## src/rtl/led_pwm_pkg.sv

```systemverilog
// Shared constants and elaboration helpers for the LED PWM fader.
package led_pwm_pkg;

    // Filament drive levels.
    localparam logic LED_ON  = 1'b1;
    localparam logic LED_OFF = 1'b0;

    // Number of clock cycles in one PWM period.
    function automatic int unsigned calc_period(input int unsigned fclk, input int unsigned ms);
        logic [63:0] t;
        t = (64'(fclk) / 64'd1000) * 64'(ms);
        return 32'(t);
    endfunction

    // Counter cycles per brightness unit, so full scale lands at the duty cap.
    function automatic int unsigned calc_ratio(input int unsigned period, input int unsigned pct,
                                               input int unsigned bits);
        logic [63:0] t;
        t = (64'(period) * 64'(pct)) / 64'd100;
        return 32'(t >> bits);
    endfunction

endpackage

```

## src/rtl/led_pwm_fade_channel.sv

```systemverilog
// One PWM channel: fade stepping, duty product, boundary-latched duty and compare.
module led_pwm_fade_channel
    import led_pwm_pkg::*;
#(
    parameter int unsigned B     = 8,
    parameter int unsigned R     = 2,
    parameter int unsigned STEP  = 1,
    parameter int unsigned CNT_W = 10
) (
    input  logic             i_clk,
    input  logic             i_srst,
    input  logic             i_boundary,
    input  logic [CNT_W-1:0] i_count,
    input  logic [B-1:0]     i_target,
    input  logic             i_fade_enable,
    input  logic             i_output_enable,
    output logic             o_led,
    output logic [B-1:0]     o_current,
    output logic             o_busy
);

    localparam int unsigned MAX_V    = (32'd1 << B) - 32'd1;
    localparam int unsigned STEP_SAT = (STEP > MAX_V) ? MAX_V : STEP;
    localparam int unsigned PROD_W   = B + $clog2(R + 1);
    localparam int unsigned CMP_W    = (CNT_W > PROD_W) ? CNT_W : PROD_W;

    localparam logic [B-1:0]      STEP_V  = B'(STEP_SAT);
    localparam logic [PROD_W-1:0] RATIO_V = PROD_W'(R);

    logic [B-1:0]      r_current;
    logic [PROD_W-1:0] r_product;
    logic [PROD_W-1:0] r_duty;
    logic              r_led;
    logic              r_busy;

    logic [B-1:0]      w_next;
    logic [B-1:0]      w_diff;
    logic [CMP_W-1:0]  w_count_ext;
    logic [CMP_W-1:0]  w_duty_ext;
    logic              w_on;

    // Next brightness: jump when fading is off, otherwise a clamped step toward the target.
    always_comb begin
        w_next = r_current;
        w_diff = {B{1'b0}};
        if (!i_fade_enable) begin
            w_next = i_target;
        end else if (i_target > r_current) begin
            w_diff = i_target - r_current;
            w_next = r_current + ((w_diff < STEP_V) ? w_diff : STEP_V);
        end else if (i_target < r_current) begin
            w_diff = r_current - i_target;
            w_next = r_current - ((w_diff < STEP_V) ? w_diff : STEP_V);
        end else begin
            w_next = r_current;
        end
    end

    // Shared-width compare of the period count against the latched duty.
    always_comb begin
        w_count_ext = CMP_W'(i_count);
        w_duty_ext  = CMP_W'(r_duty);
        if (w_count_ext < w_duty_ext) begin
            w_on = 1'b1;
        end else begin
            w_on = 1'b0;
        end
    end

    // Brightness, duty pipeline, busy flag and filament drive registers.
    always_ff @(posedge i_clk) begin
        if (i_srst) begin
            r_current <= {B{1'b0}};
            r_product <= {PROD_W{1'b0}};
            r_duty    <= {PROD_W{1'b0}};
            r_led     <= LED_OFF;
            r_busy    <= 1'b0;
        end else begin
            if (i_boundary) begin
                r_current <= w_next;
                r_duty    <= r_product;
            end
            r_product <= PROD_W'(r_current) * RATIO_V;
            r_busy    <= (r_current != i_target);
            r_led     <= (i_output_enable && w_on) ? LED_ON : LED_OFF;
        end
    end

    assign o_led     = r_led;
    assign o_current = r_current;
    assign o_busy    = r_busy;

endmodule

```

## src/rtl/led_pwm_fader.sv

```systemverilog
// N-channel LED PWM fader: shared down-counting period timer and per-channel faders.
module led_pwm_fader
    import led_pwm_pkg::*;
#(
    parameter int unsigned parm_channel_count           = 16,
    parameter int unsigned parm_value_bits              = 8,
    parameter int unsigned parm_FCLK                    = 40_000_000,
    parameter int unsigned parm_pwm_period_milliseconds = 10,
    parameter int unsigned parm_max_duty_percent        = 50,
    parameter int unsigned parm_fade_step               = 1
) (
    input  logic                                          i_clk,
    input  logic                                          i_srst,
    input  logic [parm_channel_count*parm_value_bits-1:0] i_target_value,
    input  logic [parm_channel_count-1:0]                 i_fade_enable,
    input  logic                                          i_output_enable,
    output logic [parm_channel_count-1:0]                 eo_leds,
    output logic [parm_channel_count*parm_value_bits-1:0] o_current_value,
    output logic [parm_channel_count-1:0]                 o_fade_busy,
    output logic                                          o_period_strobe
);

    localparam int unsigned N     = parm_channel_count;
    localparam int unsigned B     = parm_value_bits;
    localparam int unsigned P     = calc_period(parm_FCLK, parm_pwm_period_milliseconds);
    localparam int unsigned R     = calc_ratio(P, parm_max_duty_percent, B);
    localparam int unsigned CNT_W = (P > 1) ? $clog2(P) : 1;
    localparam int unsigned STEP  = (parm_fade_step < 1) ? 1 : parm_fade_step;

    localparam logic [CNT_W-1:0] RELOAD = CNT_W'(P - 1);

    if ((R < 1) || (P < 4) || (B < 2) || (B > 16) ||
        (parm_max_duty_percent < 1) || (parm_max_duty_percent > 100)) begin : g_bad_params
        $fatal(1, "led_pwm_fader: unusable parameters (P=%0d R=%0d B=%0d)", P, R, B);
    end

    logic [CNT_W-1:0] r_count;
    logic             r_strobe;
    logic             w_boundary;

    assign w_boundary = (r_count == {CNT_W{1'b0}});

    // Shared period counter; the reload cycle is the boundary, flagged one cycle later.
    always_ff @(posedge i_clk) begin
        if (i_srst) begin
            r_count  <= RELOAD;
            r_strobe <= 1'b0;
        end else if (w_boundary) begin
            r_count  <= RELOAD;
            r_strobe <= 1'b1;
        end else begin
            r_count  <= r_count - {{(CNT_W-1){1'b0}}, 1'b1};
            r_strobe <= 1'b0;
        end
    end

    assign o_period_strobe = r_strobe;

    for (genvar k = 0; k < N; k++) begin : g_ch
        led_pwm_fade_channel #(
            .B     (B),
            .R     (R),
            .STEP  (STEP),
            .CNT_W (CNT_W)
        ) u_ch (
            .i_clk           (i_clk),
            .i_srst          (i_srst),
            .i_boundary      (w_boundary),
            .i_count         (r_count),
            .i_target        (i_target_value[k*B +: B]),
            .i_fade_enable   (i_fade_enable[k]),
            .i_output_enable (i_output_enable),
            .o_led           (eo_leds[k]),
            .o_current       (o_current_value[k*B +: B]),
            .o_busy          (o_fade_busy[k])
        );
    end

endmodule

```

## config.mk

```make
export PLATFORM = sky130hd
export DESIGN_NAME = led_pwm_fader
export DESIGN_NICKNAME = d
export VERILOG_FILES = /design/src/rtl/led_pwm_pkg.sv /design/src/rtl/led_pwm_fade_channel.sv /design/src/rtl/led_pwm_fader.sv
export SDC_FILE = /design/constraint.sdc
export NUM_CORES = 2
export LEC_CHECK = 0
export BUFFER_PORTS_ARGS = -buffer_cell sky130_fd_sc_hd__buf_2
export CAP_MARGIN = 20
export CORE_UTILIZATION = 65
export DETAILED_ROUTE_END_ITERATION = 16
export HOLD_SLACK_MARGIN = 0.08
export PLACE_DENSITY = 0.91
export SYNTH_ARGS = -nofsm -noshare
export SYNTH_HDL_FRONTEND = slang
export SYNTH_SLANG_ARGS = --single-unit
```

## constraint.sdc

```tcl
create_clock -name i_clk -period 10.9 [get_ports i_clk]
set_input_delay 3.27 -clock i_clk [delete_from_list [all_inputs] [get_ports i_clk]]
set_output_delay 3.27 -clock i_clk [all_outputs]
set_load 0.005 [all_outputs]
```

==> results.json <==
{
  "ir_drop_mv": 0.119,
  "cts_buffers": 82,
  "ctsRootBufferMaster": "clkbuf_16",
  "cts_htree_levels": 3,
  "netlist_instances": 8350,
  "syn_area_um2": 68200,
  "netlist_top_cells_area": "ha_1 26%, dfxtp_1 22%, inv_1 6.4%",
  "critical_path_class": "input port to flop",
  "setup_tns_ps": 0,
  "yosysUniqueCellTypes": 86,
  "syn2layout_area_growth_pct": 7.80,
  "path_clk_slew_ps": 70,
  "maxUsedRoutingLayer": "met4",
  "drt-met1-wl_um": 71300,
  "grt_pass1_vias": 59200,
  "finalSetupViolations": 0,
  "crit_family": "compound AO/OA/AOI/OAI gates",
  "cts_setup_buffers": 0,
  "drt_iter0_drc": 4086,
  "startpoint_type": "input port",
  "ctsResizeCount": 0,
  "crit_required_ps": 11430,
  "r2r-start": "g_ch[0].u_ch.o_current[1]",
  "endpoint_kind": "flop",
  "slew_headroom": 0.267,
  "wl_met2_um": 81700,
  "grt_max_degree": 139,
  "slowest_stage": "o41ai_1",
  "synth_top_area_frac": 0.257,
  "pre_cts_ws_ps": 2660,
  "clk_latency_ps": 650,
  "core_um2": 104000,
  "cts-hold-fix-buffers": 0,
  "critical_path_depth": 21,
  "critPathBufInv": 3,
  "worst_slack_ps": 3240,
  "maxCapViolCount": 0,
  "drv_slew": 0,
  "period_needed_ps": 7660,
  "vias": 58800,
  "ff2ff_setup_slack_ps": 5420,
  "worst-slew-pin-transition_ps": 1090,
  "finalNetCount": 10200,
  "fmax_mhz": 131,
  "start_util": 0.657,
  "ys_warn_count": 0,
  "grt_use_total": 0.316,
  "synth-seq-cells": 756,
  "finClkSkew_ps": 18.6,
  "finalHoldViolations": 0,
  "grt_overflow": 0,
  "num_rows": 118,
  "ant_nets": 0,
  "design.die.area_um2": 106000,
  "antenna_found_initial": 2,
  "grt_pass1_wl_um": 283000,
  "hold_path_class": "flop to flop",
  "synth_top_area_cell": "ha_1",
  "layout-drive-gt1-share": 0.0706,
  "layout_common_cells": "1401 x ha_1, 1156 x inv_1, 817 x nand2_1",
  "worst_r2r_path_depth": 19,
  "p_leak_nw": 36.3,
  "rsz0062_at_grt": "false",
  "ys_seq_area_frac": 0.222,
  "synthArstFlopShare": 0,
  "powerDensity_nw_per_um2": 86.2,
  "avgRoutedWirePerCell_um": 17.2,
  "synth_ff_type": "dfxtp_1",
  "cp-startpoint": "i_target_value[1]",
  "die_y_um": 326,
  "post-route-period-util": 0.702,
  "chipWidth_um": 326,
  "place_hpwl_um": 123000,
  "crit_fanout": 8,
  "total_power_w": 0.00634,
  "place.gp.congestion": 0.925,
  "routed_via_density": 5.91,
  "cp.arrival_ps": 8190,
  "cts_sinks": 756,
  "portBuffers": 307,
  "drc": 0,
  "final_common_cell": "ha_1",
  "cp_cell_sequence": "buf_2 > inv_1 > ha_1 > nor2b_1 > o21a_1 > or3_1 > a211o_1 > nor4_2 > and2_1 > ha_1 > and2_1 > inv_1 > ha_1 > nor2b_1 > o21ai_0 > a21oi_1 > o41ai_1 > nand3b_1 > mux2i_1 > o311ai_0 > nand2_1",
  "routed_wl_um": 171000,
  "r2r-end": "g_ch[0].u_ch.o_current[7]",
  "status": "completed",
  "met3_wirelength_um": 10400,
  "cts_buffer_depth": 3,
  "max_stage_delay_ps": 890,
  "synth_edf_count": 0,
  "avgSynthCellArea_um2": 8.17,
  "ioPinCount": 308,
  "crit_top_cell": "ha_1",
  "cts_tree": "done",
  "first_pass_iters": 6,
  "endpoint": "g_ch[0].u_ch.o_current[7]"
}
## flip-flops by register name (all words and copies together) (netlist names)
name	count
g_ch.u_ch.r_product	288
r_count	19
o_period_strobe	1
g_ch.u_ch.o_led	16
g_ch.u_ch.r_duty	288
g_ch.u_ch.o_current	128
g_ch.u_ch.o_busy	16
## report_power, final
part | leakage (nW) | switching [W] | internal (W) | total, W
registers | 6.09 | 0.00000122 | 0.00277 | 0.00277
logic | 28.8 | 0.000375 | 0.000230 | 0.000605
clock network | 1.40 | 0.00122 | 0.00174 | 0.00297
## cell usage after synthesis, drive strengths merged (13+ instances only)
master,n
a21o,173
a311oi,16
nand3,83
inv,1157
a31oi,30
a31o,25
nor3b,27
and3,23
nand3b,13
nor4,39
o21bai,38
a221oi,16
a21boi,24
a2111oi,18
a21oi,673
mux2i,107
nand2b,147
o41ai,33
o21ai,286
fa,176
nor3,135
and2,39
o31ai,26
buf,48
a211o,13
ha,1401
clkbuf,245
nand4,47
a211oi,89
a41oi,20
or3,56
mux2,17
xor2,165
o211ai,26
nand2,818
o311ai,16
o21a,56
or2,43
nor4b,21
nor2,645
dfxtp,756
o2111ai,15
or4,16
nor2b,222
xnor2,202
## worst register-to-register path, stage by stage (launching register included)
cell and delay [ps]:
dfxtp_1 610, inv_1 280, ha_1 250, o21a_1 240, or3_1 320, a211o_1 320
nor4_2 330, and2_1 250, ha_1 240, and2_1 170, inv_1 60, ha_1 210
nor2b_1 130, o21ai_0 230, a21oi_1 130, o41ai_1 890, nand3b_1 210, mux2i_1 70
o311ai_0 340, nand2_1 90
## metrics by stage
| stage | std cells | util | hold WS (ps) | cell area [µm²] |
|---|---|---|---|---|
| after floorplan | 8365 | - | 422 | 68200 |
| after global placement | 9799 | 0.680 | 424 | 70600 |
| after detailed placement | 9799 | 0.680 | 428 | 70600 |
| after CTS | 9950 | 0.708 | 433 | 73500 |
| after global routing | 9954 | 0.708 | 448 | 73500 |
| final | 9955 | 0.708 | 427 | 73500 |
## cell families after synthesis
kind of cell / Yosys count / synth area share
simple gates: 2391 / 0.165
compound gates: 1684 / 0.156
fa+ha+maj: 1577 / 0.309
buf+inv: 1450 / 0.0819
flops: 756 / 0.222
xor+xnor: 367 / 0.0471
mux: 124 / 0.0185
other cells: 1 / 0.0000550
## cell type report
cell class,instances,area [µm²]
Antenna cell,1,2.50
Clock buffer,112,2370
Clock inverter,39,493
Fill cell,7578,30300
Inverter,1157,4340
Multi-Input combinational cell,6159,47500
Sequential cell,756,15100
Tap cell,1380,1730
Timing Repair Buffer,351,1890
## metal layers
metal / vias to the layer above / track usage
met5: - / 0
met4: 0 / 0.140
met3: 511 / 0.0413
met2: 1920 / 0.557
met1: 27800 / 0.383
li1: 28600 / -
## worst min-delay path by stage
stage	start	to	slack (ps)	cells past startpoint
global route	g_ch[15].u_ch.r_product[0]	g_ch[15].u_ch.r_duty[0]	450	2
floorplan	g_ch[0].u_ch.r_product[0]	g_ch[0].u_ch.r_duty[0]	420	2
finish	g_ch[5].u_ch.r_product[6]	g_ch[5].u_ch.r_duty[6]	430	2
global placement	g_ch[10].u_ch.r_product[2]	g_ch[10].u_ch.r_duty[2]	420	2
CTS	g_ch[4].u_ch.r_product[4]	g_ch[4].u_ch.r_duty[4]	430	2
detailed placement	g_ch[14].u_ch.r_product[17]	g_ch[14].u_ch.r_duty[17]	430	2
Note: power is estimated with default switching activity, not from simulation.
